## src/rtl/slice_order_collector.sv

```systemverilog
// Merges per-parser slice streams back into dispatch order using an order FIFO
// of parser indices; the FIFO head owns the registered downstream port.
module slice_order_collector #(
  parameter int NUM_PARSER = 6,
  parameter int DATA_W     = 64,
  parameter int DEPTH      = 16,
  localparam int PW = (NUM_PARSER > 1) ? $clog2(NUM_PARSER) : 1,
  localparam int AW = $clog2(DEPTH)
) (
  input  logic                         clk,
  input  logic                         rst,
  input  logic [NUM_PARSER-1:0]        dispatch,
  output logic                         stop_out,
  input  logic [NUM_PARSER-1:0]        p_valid,
  input  logic [NUM_PARSER*DATA_W-1:0] p_data,
  input  logic [NUM_PARSER-1:0]        p_last,
  output logic [NUM_PARSER-1:0]        p_ready,
  output logic                         out_valid,
  output logic [DATA_W-1:0]            out_data,
  output logic                         out_last,
  output logic [PW-1:0]                out_parser,
  input  logic                         out_ready,
  output logic [15:0]                  slice_done_cnt,
  output logic                         dispatch_err,
  output logic                         idle
);

  logic [PW-1:0]     r_fifo [DEPTH];
  logic [AW-1:0]     r_wr_ptr;
  logic [AW-1:0]     r_rd_ptr;
  logic [AW:0]       r_count;
  logic              r_out_valid;
  logic [DATA_W-1:0] r_out_data;
  logic              r_out_last;
  logic [PW-1:0]     r_out_parser;
  logic [15:0]       r_done_cnt;
  logic              r_err;

  logic [PW-1:0]         w_push_idx;
  logic                  w_found;
  logic                  w_multi;
  logic [PW-1:0]         w_head;
  logic                  w_empty;
  logic                  w_full;
  logic                  w_out_free;
  logic                  w_sel_valid;
  logic                  w_sel_last;
  logic [DATA_W-1:0]     w_sel_data;
  logic [NUM_PARSER-1:0] w_p_ready;
  logic                  w_accept;
  logic                  w_push;
  logic                  w_pop;

  // Lowest set bit wins when the dispatch vector is not one-hot.
  always_comb begin
    w_push_idx = '0;
    w_found    = 1'b0;
    for (int unsigned i = 0; i < NUM_PARSER; i++) begin
      if (dispatch[i] && !w_found) begin
        w_push_idx = PW'(i);
        w_found    = 1'b1;
      end
    end
  end

  assign w_multi    = |(dispatch & (dispatch - NUM_PARSER'(1)));
  assign w_head     = r_fifo[r_rd_ptr];
  assign w_empty    = (r_count == '0);
  assign w_full     = (r_count == (AW+1)'(DEPTH));
  assign w_out_free = ~r_out_valid | out_ready;

  always_comb begin
    w_sel_valid = 1'b0;
    w_sel_last  = 1'b0;
    w_sel_data  = '0;
    w_p_ready   = '0;
    for (int unsigned i = 0; i < NUM_PARSER; i++) begin
      if (w_head == PW'(i)) begin
        w_sel_valid  = p_valid[i];
        w_sel_last   = p_last[i];
        w_sel_data   = p_data[i*DATA_W +: DATA_W];
        w_p_ready[i] = ~w_empty & w_out_free;
      end
    end
  end

  assign w_accept = ~w_empty & w_out_free & w_sel_valid;
  assign w_pop    = w_accept & w_sel_last;
  assign w_push   = (|dispatch) & ~w_full;

  always_ff @(posedge clk) begin
    if (rst) begin
      r_wr_ptr     <= '0;
      r_rd_ptr     <= '0;
      r_count      <= '0;
      r_out_valid  <= 1'b0;
      r_out_data   <= '0;
      r_out_last   <= 1'b0;
      r_out_parser <= '0;
      r_done_cnt   <= '0;
      r_err        <= 1'b0;
    end else begin
      if (w_push) begin
        r_fifo[r_wr_ptr] <= w_push_idx;
        r_wr_ptr         <= r_wr_ptr + AW'(1);
      end
      if (w_pop) begin
        r_rd_ptr   <= r_rd_ptr + AW'(1);
        r_done_cnt <= r_done_cnt + 16'd1;
      end
      case ({w_push, w_pop})
        2'b10:   r_count <= r_count + (AW+1)'(1);
        2'b01:   r_count <= r_count - (AW+1)'(1);
        default: r_count <= r_count;
      endcase
      if ((|dispatch) && (w_multi || w_full))
        r_err <= 1'b1;
      if (w_accept) begin
        r_out_valid  <= 1'b1;
        r_out_data   <= w_sel_data;
        r_out_last   <= w_sel_last;
        r_out_parser <= w_head;
      end else if (out_ready) begin
        r_out_valid <= 1'b0;
      end
    end
  end

  assign stop_out       = (r_count >= (AW+1)'(DEPTH-2));
  assign p_ready        = w_p_ready;
  assign out_valid      = r_out_valid;
  assign out_data       = r_out_data;
  assign out_last       = r_out_last;
  assign out_parser     = r_out_parser;
  assign slice_done_cnt = r_done_cnt;
  assign dispatch_err   = r_err;
  assign idle           = w_empty & ~r_out_valid;

endmodule

```

## config.mk

```make
export PLATFORM = sky130hd
export DESIGN_NAME = slice_order_collector
export DESIGN_NICKNAME = d
export VERILOG_FILES = /design/src/rtl/slice_order_collector.sv
export SDC_FILE = /design/constraint.sdc
export NUM_CORES = 1
export LEC_CHECK = 0
export ABC_CLOCK_PERIOD_IN_PS = 5240
export BUFFER_PORTS_ARGS = -buffer_cell sky130_fd_sc_hd__buf_4
export CAP_MARGIN = 20
export CORE_AREA = 2 2 194 196
export DETAILED_ROUTE_END_ITERATION = 8
export DIE_AREA = 0 0 196 198
export GPL_TIMING_DRIVEN = 0
export HOLD_SLACK_MARGIN = 0.08
export PLACE_DENSITY_LB_ADDON = 0.2
export SKIP_LAST_GASP = 1
export SYNTH_ARGS = -nofsm -noshare
export SYNTH_HDL_FRONTEND = slang
export SYNTH_SLANG_ARGS = --single-unit
```

## constraint.sdc

```tcl
create_clock -name clk -period 5.24 [get_ports clk]
set_input_delay 0.262 -clock clk [delete_from_list [all_inputs] [get_ports clk]]
set_output_delay 0.262 -clock clk [all_outputs]
set_load 0.1 [all_outputs]
```

Yosys cells after proc, flatten, opt, wreduce, memory -nomap -nowiden. Memory sizes are Yosys's and may differ from the RTL's. A register that Yosys moved wholly into a read port is not among the register bits. Index checks and enable logic that the tools add are counted.

Flip-flop bits (word level): 99. Memory bits (writable): 48. Bits of input ports: 405. Word-level logic and storage cells: 95. Memories kept: 1.

Add/subtract/negate cells: 6. Order comparisons: 1. Equal/unequal tests: 8. Muxes and demuxes: 42. Bitwise operators: 10. Reductions and logical operators: 18.

Memories: r_fifo (words 16, bits a word 3, read ports 1, clocked after Yosys merged registers in 1, wr ports 1, RTL line 28) `logic [PW-1:0] r_fifo [DEPTH];`.

Operators by type and width (number): 2-to-1 mux 64 bit (6); 2-to-1 mux 1 bit (29); adder 16 x 1 -> 16 bit, second input constant (1); 2-to-1 mux 3 bit (4); OR reduction 6 bit (2); one-hot mux 5 bit (2 select lines) (1); adder 4 x 1 -> 4 bit, second input constant (2); 2-to-1 mux 4 bit (2); AND 6 bit (1); equality test 3 x 2 -> 1 bit, second input constant (2); equality test 3 bit, second input constant (2); logical AND 1 bit (6); subtractor 6 x 1 -> 6 bit, second input constant (1); adder 5 x 1 -> 5 bit, second input constant (1); AND 1 bit (5); equality test 5 bit, second input constant (1); >= comparator 5 x 4 -> 1 bit, second input constant (1); logical NOT 1 bit (5); logical NOT 5 bit (1); subtractor 5 x 1 -> 5 bit, second input constant (1); nonzero test 2 bit (2); equality test 3 x 1 -> 1 bit, second input constant (1); logical NOT 3 bit (1); inverter 1 bit (3); other kinds (4) (4).

Depth between registers and ports, before layout. Gate-level depths: netlist of the first run.

Depth in word-level cells: 16. Gate-level depth with buffers: 22. Mapped depth without buffers: 16.

Worst setup path after synthesis of the first run. No wires, ideal clock.

Path type: reg-to-output. From: reg (tool-made name). To: out p_ready[2]. Arrival: 4.247 ns. Required time: 4.978 ns. Slack: 0.731 ns. Cell stages (with the launch flop): 10. Cell sequence: dfxtp_1 -> buf_6 -> mux4_2 -> mux2i_1 -> nand2_1 -> o21a_1 -> buf_1 -> clkbuf_1 -> clkbuf_1 -> nor3_1.

RTL lines: end, declared (RTL line 17) `output logic [NUM_PARSER-1:0] p_ready,`.

Final worst setup path of the first run.
From: reg r_count[1]. To: reg r_count[4].

Longest elaborated chain between the ends: 7. Elaborated cells between the ends (all ways): 14. Those cells by class: 2 x add/sub; 3 x eq/ne; 1 x mux; 6 x bitwise; 2 x reduce/logical.

RTL lines: start, declared (RTL line 31) `logic [AW:0] r_count;`; start signal, assigned (RTL line 112) `2'b10: r_count <= r_count + (AW+1)'(1);`; start signal, assigned (RTL line 113) `2'b01: r_count <= r_count - (AW+1)'(1);`; start signal, assigned (RTL line 114) `default: r_count <= r_count;`; logical NOT 5 bit (*) (RTL line 68) `assign w_empty = (r_count == '0);`; inverter 1 bit (*) (RTL line 87) `assign w_accept = ~w_empty & w_out_free & w_sel_valid;`; AND 1 bit (*) (2 in series) (RTL line 87); AND 1 bit (*) (RTL line 88) `assign w_pop = w_accept & w_sel_last;`; named net w_pop (RTL line 52) `logic w_pop;`; equality test 2 x 1 -> 1 bit or equality test 2 bit (tied branches) (RTL line 111) `case ({w_push, w_pop})`; one-hot mux 5 bit (2 select lines) or nonzero test 2 bit (tied branches).

Mark *: on every way through the listed nets, which the timed path passes. The rest lies on a longest branch. A chain may end at the register's enable or synchronous reset.

==> flow_summary.ini, run 1 <==
[cts]
clock_latency_ns = 0.44
numCtsBuffers = 17
clkTransAtPathRegs_ns = 0.08
cts.sinks = 151
clockRootBuffer = clkbuf_16
cts_hold_buf = 0
cts_max_path_buffers = 2
h-tree-depth = 4
cts_tree = yes

[pwr]
p_per_area_nw_per_um2 = 459
leakage_nw = 6.17
vdd_drop_max_mv = 0.260

[floorplanning]
core-area_sq_um = 37000
dieArea_sq_um = 38800
die_height_microns = 198
start_util = 0.250
num_rows = 71
die_x_microns = 196
ioPinCount = 499

[timing]
fin_crit_sh = 0.934
worstMarginPinSlew_ns = 1.09
rsz0062_at_grt = false
tns_ns = 0
slew_headroom = 0.270
fmax_ghz = 0.204
setup_slack_ns = 0.345
fin_crit_ns = 4.90
drv_slew = 0
hold_ws_ns = 0.150
hold_viol = 0
setup_viol_count_final = 0
fin_worst_skew_ns = 0.0129

[layout]
fill_cells = 3811
area_growth_pct = 54.7
drive_gt1_frac = 0.399
final_nets = 1964
fin_util = 0.387
instances_no_fill = 2046

[logic_synthesis]
synth_top_area_share = 0.223
ys_seq_area_frac = 0.379
syn-num-nets = 1445
synth.top_cells.by_count = nand2_1 (237), nor2_1 (138), dfxtp_1 (103)
synth-seq-cells = 151
post-synth-top-area-cell = dfxtp_1
syn-cell-area_sq_um = 9240
syn-instance-count = 1032
synthTopCellsByArea = dfxtp_1 (22%), edfxtp_1 (16%), mux4_2 (15%)
ys_warn_count = 0
synthFlopType = dfxtp_1
synth_edf_count = 48
async_reset_ff_frac = 0
synth.distinct_cells = 55
avgSynthCellArea_sq_um = 8.95
yosysMostFrequentCell = nand2_1

[route]
wl_per_cell_microns = 25.6
drt_iter0_markers = 787
drc = 0
dr.pass1.iters = 7
via_per_inst = 5.08
ant_nets = 0
vias = 10392
totalWireLength_microns = 52400

[global_routing]
antenna_found_initial = 32
first_global_vias = 10094
grt_use_total = 0.260
grt_pass1_wl_microns = 71500
grt_max_degree = 21
overflow = 0

[setup_path]
path_common_cell = a21oi_1
reg2reg_slack_ns = 0.34
worst-r2r-cell-count = 19
critPathCaptureType = flop
worstPathRequired_ns = 5.56
critPathArrivalTime_ns = 5.22
path_class = reg2reg
crit_path_cell_trace = clkbuf_1, or4_1, o21ai_0, buf_4, inv_1, nand3_1, o221a_4, nor2_1, clkbuf_4, clkbuf_4, ha_2, xor2_1, ha_1, a21oi_1, a21oi_1, a21oi_1, a211oi_1, a311oi_1, mux2_2
start_kind = flop
cp_max_fo = 10
cp_slowest_cell = o21ai_0
worstReg2RegStart = r_count[1]
r2r-end = r_count[4]
crit_path_max_incr_delay_ns = 0.65

[placement]
gp_congestion = 0.902
portBuffers = 497
dp.cells = 2005
post-place-ws_ns = -0.951
dpl.hpwl_microns = 43200

[worst_hold_path]
hp-class = in2reg
hp-start = out_ready
whs_endpoint = out_valid
holdPathStages = 3

[job]
cap_violations = 0

[status]
run_status = finished clean
[critical path: cells and delay by family (launching register included)]
kind,cells,cell delay [ns]
compound gates,7,1.70
buf+inv,5,0.95
simple gates,3,0.79
fa+ha+maj,2,0.50
mux,1,0.36
flops,1,0.30
xor+xnor,1,0.16
[flip-flops by register name, indices dropped and copies added (netlist names), named ones only]
name and cells:
out_data 64, r_fifo 48, slice_done_cnt 16, r_count 5
r_rd_ptr 4, r_wr_ptr 4, out_parser 3, dispatch_err 1
out_last 1, out_valid 1
[through the flow]
step | total power [mW] | area [sq um]
2_1_floorplan | 4.08 | 9240
3_3_place_gp | 5.21 | 13600
3_5_place_dp | 5.24 | 13600
4_1_cts | 6.60 | 14200
5_1_grt | 6.85 | 14300
6_report | 6.56 | 14300
[worst max-delay path by stage]
stage,slack (ns),endpoint,from,cells after the start
after global placement,-0.91,r_count[4],flop,21
after detailed placement,-0.95,r_count[4],flop,21
after global routing,0.007,r_count[4],flop,20
after floorplan,0.73,p_ready[2],flop,9
after CTS,0.02,r_count[4],flop,21
final,0.34,r_count[4],r_count[1],19
[layout make-up]
class	instances	area, sq um	share of cell area
Sequential cell	151	3500	0.245
Multi-Input combinational cell	776	5340	0.373
Tap cell	474	593	0.0415
Inverter	15	56.3	0.00394
Buffer	89	385	0.0270
Clock buffer	17	425	0.0298
Timing Repair Buffer	501	3770	0.264
Antenna cell	8	20.0	0.00140
Clock inverter	15	196	0.0137
[logic make-up (layout without fill, tap and decap cells)]
kind of cell / after synthesis / after routing / synth area share
and+or+nand+nor: 437 / 437 / 0.193
AOI/OAI and AO/OA: 221 / 221 / 0.167
DFF: 151 / 151 / 0.379
buffers and inverters: 105 / 637 / 0.0473
muxes: 89 / 89 / 0.183
xor gates and xnor gates: 20 / 20 / 0.0190
adders and majority gates: 9 / 9 / 0.0119
other: 0 / 8 / 0
[cells in the final DEF (no fill, tap or decap), types with 5 or more instances in the layout]
cell type,count
buf_4,500
nand2_1,237
nor2_1,137
dfxtp_1,103
clkbuf_1,64
a22oi_1,63
mux4_2,62
a211oi_1,54
edfxtp_1,48
a21oi_1,40
o21ai_0,25
mux2i_1,21
nand3_1,17
clkbuf_16,17
inv_1,15
xor2_1,15
o211ai_1,12
buf_1,10
diode_2,8
nand4_1,8
or3_1,8
buf_2,7
ha_1,7
nand2b_1,5
xnor2_1,5
inv_8,5
[metal layers]
metal	global-route usage	share of wire	vias up
li1	-	-	4799
met1	0.332	0.41	4976
met2	0.384	0.43	465
met3	0.128	0.12	110
met4	0.0797	0.027	42
met5	0	0.0050	-
[report_power, final]
group          internal [mW]  switching (mW)  total, mW
combinational           1.05            2.65       3.71
clock                  0.665           0.669       1.33
sequential              1.40           0.117       1.52
[timing repair]
item | 4_1_cts | 5_1_grt
setup endpoints to repair | 4 | 1
pin swaps | 1 | 0
hold endpoints to repair | 0 | 0
gates resized for setup | 6 | 5
setup buffers | 1 | 0
Note: power is estimated with default switching activity, not from simulation.
==> run 2, diff against run 1 <==
- ABC_CLOCK_PERIOD_IN_PS: 5240 -> 5700
- clock period: 5.24 -> 5.7 ns (I/O delays scaled with it)
==> flow_summary.ini, run 2 (synthesis gave the netlist of run 1 again) <==
[setup_path]
critPathCaptureType = flop
critPathArrivalTime_ns = 5.65
reg2reg_slack_ns = 0.38
path_class = reg2reg
worst-r2r-cell-count = 20
start_kind = flop
cp_max_fo = 10
r2r-end = r_count[4]
crit_path_end = r_count[4]
worstPathRequired_ns = 6.02

[route]
totalWireLength_microns = 52300
drt_iter0_markers = 778
drc = 0
vias = 10343
via_per_inst = 5.05
ant_nets = 0
dr.pass1.iters = 5
wl_per_cell_microns = 25.5

[floorplanning]
num_rows = 71
start_util = 0.250
die_x_microns = 196
die_height_microns = 198
core-area_sq_um = 37000
ioPinCount = 499
dieArea_sq_um = 38800

[timing]
rsz0062_at_grt = false
fin_crit_sh = 0.934
drv_slew = 0
fmax_ghz = 0.188
setup_slack_ns = 0.376
hold_ws_ns = 0.173
setup_viol_count_final = 0
slew_headroom = 0.254
fin_worst_skew_ns = 0.0129
fin_crit_ns = 5.32
hold_viol = 0
worstMarginPinSlew_ns = 1.12

[global_routing]
antenna_found_initial = 32
grt_use_total = 0.260
overflow = 0
first_global_vias = 10088
grt_max_degree = 21
grt_pass1_wl_microns = 71500

[cts]
clock_latency_ns = 0.44
cts.sinks = 151
clkTransAtPathRegs_ns = 0.08
clockRootBuffer = clkbuf_16
cts_tree = yes
cts_hold_buf = 0
numCtsBuffers = 17
h-tree-depth = 4
cts_setup_buffers = 0
cts_max_path_buffers = 2

[layout]
fill_cells = 3810
largest_register_ffs = 64
area_growth_pct = 54.3
final_nets = 1963
final_common_cell = buf_4
seqCellArea_sq_um = 3500
fin_area_sq_um = 14300
drive_gt1_frac = 0.397
final_cell_mix = buf_4 (498), nand2_1 (237), nor2_1 (137)
multi_input_area_sq_um = 5310

[pwr]
p_comb_frac = 0.565
clkPwrFrac = 0.203
p_sw_frac = 0.525
vdd_drop_max_mv = 0.239
leakage_nw = 6.16
p_sw_mw = 3.16
pwr-share-seq = 0.232
power.internal_mw = 2.86
p_per_area_nw_per_um2 = 423

[placement]
dpl_cell_area_sq_um = 13600
gp_congestion = 0.902
post-place-ws_ns = -0.491
dpl.hpwl_microns = 43200
portBuffers = 497

[worst_hold_path]
hp-class = in2reg

[status]
run_status = finished clean

[job]
cap_violations = 0
## run 2: cell types whose count changed in the layout (fill, tap and decap cells not counted), moves of 2 or more
cell,change
buf_2,+3
buf_4,-2
clkbuf_4,-2
diode_2,+3
## run 2: final cells by class
type	instances	area share
tap	474	0.0416
buffer	89	0.0264
sequential	151	0.246
antenna	11	0.00193
clock buffer	17	0.0298
clock inverter	15	0.0138
inverter	15	0.00395
multi-input combinational	776	0.373
timing repair buffer	500	0.264
## run 2: timing repair
action                     in CTS  in global routing
gates resized for setup         2                  1
gates cloned                    0                  0
setup endpoints to repair       3                  1
## run 2: power groups by stage
stage | clock network (mW) | logic, mW | registers, mW
CTS | 1.25 | 3.41 | 1.40
floorplan | 0 | 1.17 | 2.58
global route | 1.29 | 3.58 | 1.42
finish | 1.22 | 3.40 | 1.40
detailed placement | 0 | 3.40 | 1.42
global placement | 0 | 3.38 | 1.41
## run 2: routing by layer
metal  wire length [microns]  GRT usage
met3                    6530      0.128
met5                     253          0
met2                   22600      0.386
met4                    1320     0.0769
met1                   21600      0.333
## run 2: worst min path at each step
stage	cells after the start	slack [ns]	start	end
after floorplan	2	0.47	r_rd_ptr[3]	flop
after global placement	2	0.47	out_parser[2]	out_parser[2]
after detailed placement	2	0.47	out_parser[2]	out_parser[2]
after CTS	3	0.15	out_ready	out_valid
after global routing	3	0.18	out_ready	out_valid
final	3	0.17	out_ready	out_valid
## run 2: worst max-delay path, stage by stage, from the launching register on
cell	delay, ns
dfxtp_1	0.33
buf_6	0.16
buf_6	0.19
mux4_2	0.54
a21oi_2	0.25
o21bai_1	0.20
buf_2	0.32
nor2_4	0.35
a22oi_1	0.31
nor2_1	0.19
buf_2	0.28
buf_2	0.33
ha_2	0.35
xor2_1	0.10
ha_1	0.24
a21oi_1	0.15
a21oi_1	0.05
a21oi_1	0.13
a211oi_1	0.08
a311oi_1	0.30
mux2_2	0.36
## run 2: per-stage QoR
step | power (mW) | utilization | TNS (ns) | cells
finish | 6.02 | 0.386 | 0 | 2048
global route | 6.28 | 0.385 | 0 | 2040
CTS | 6.06 | 0.385 | 0 | 2037
detailed placement | 4.82 | 0.368 | -0.714 | 2005
global placement | 4.79 | 0.367 | -0.690 | 2003
floorplan | 3.75 | - | 0 | 1032
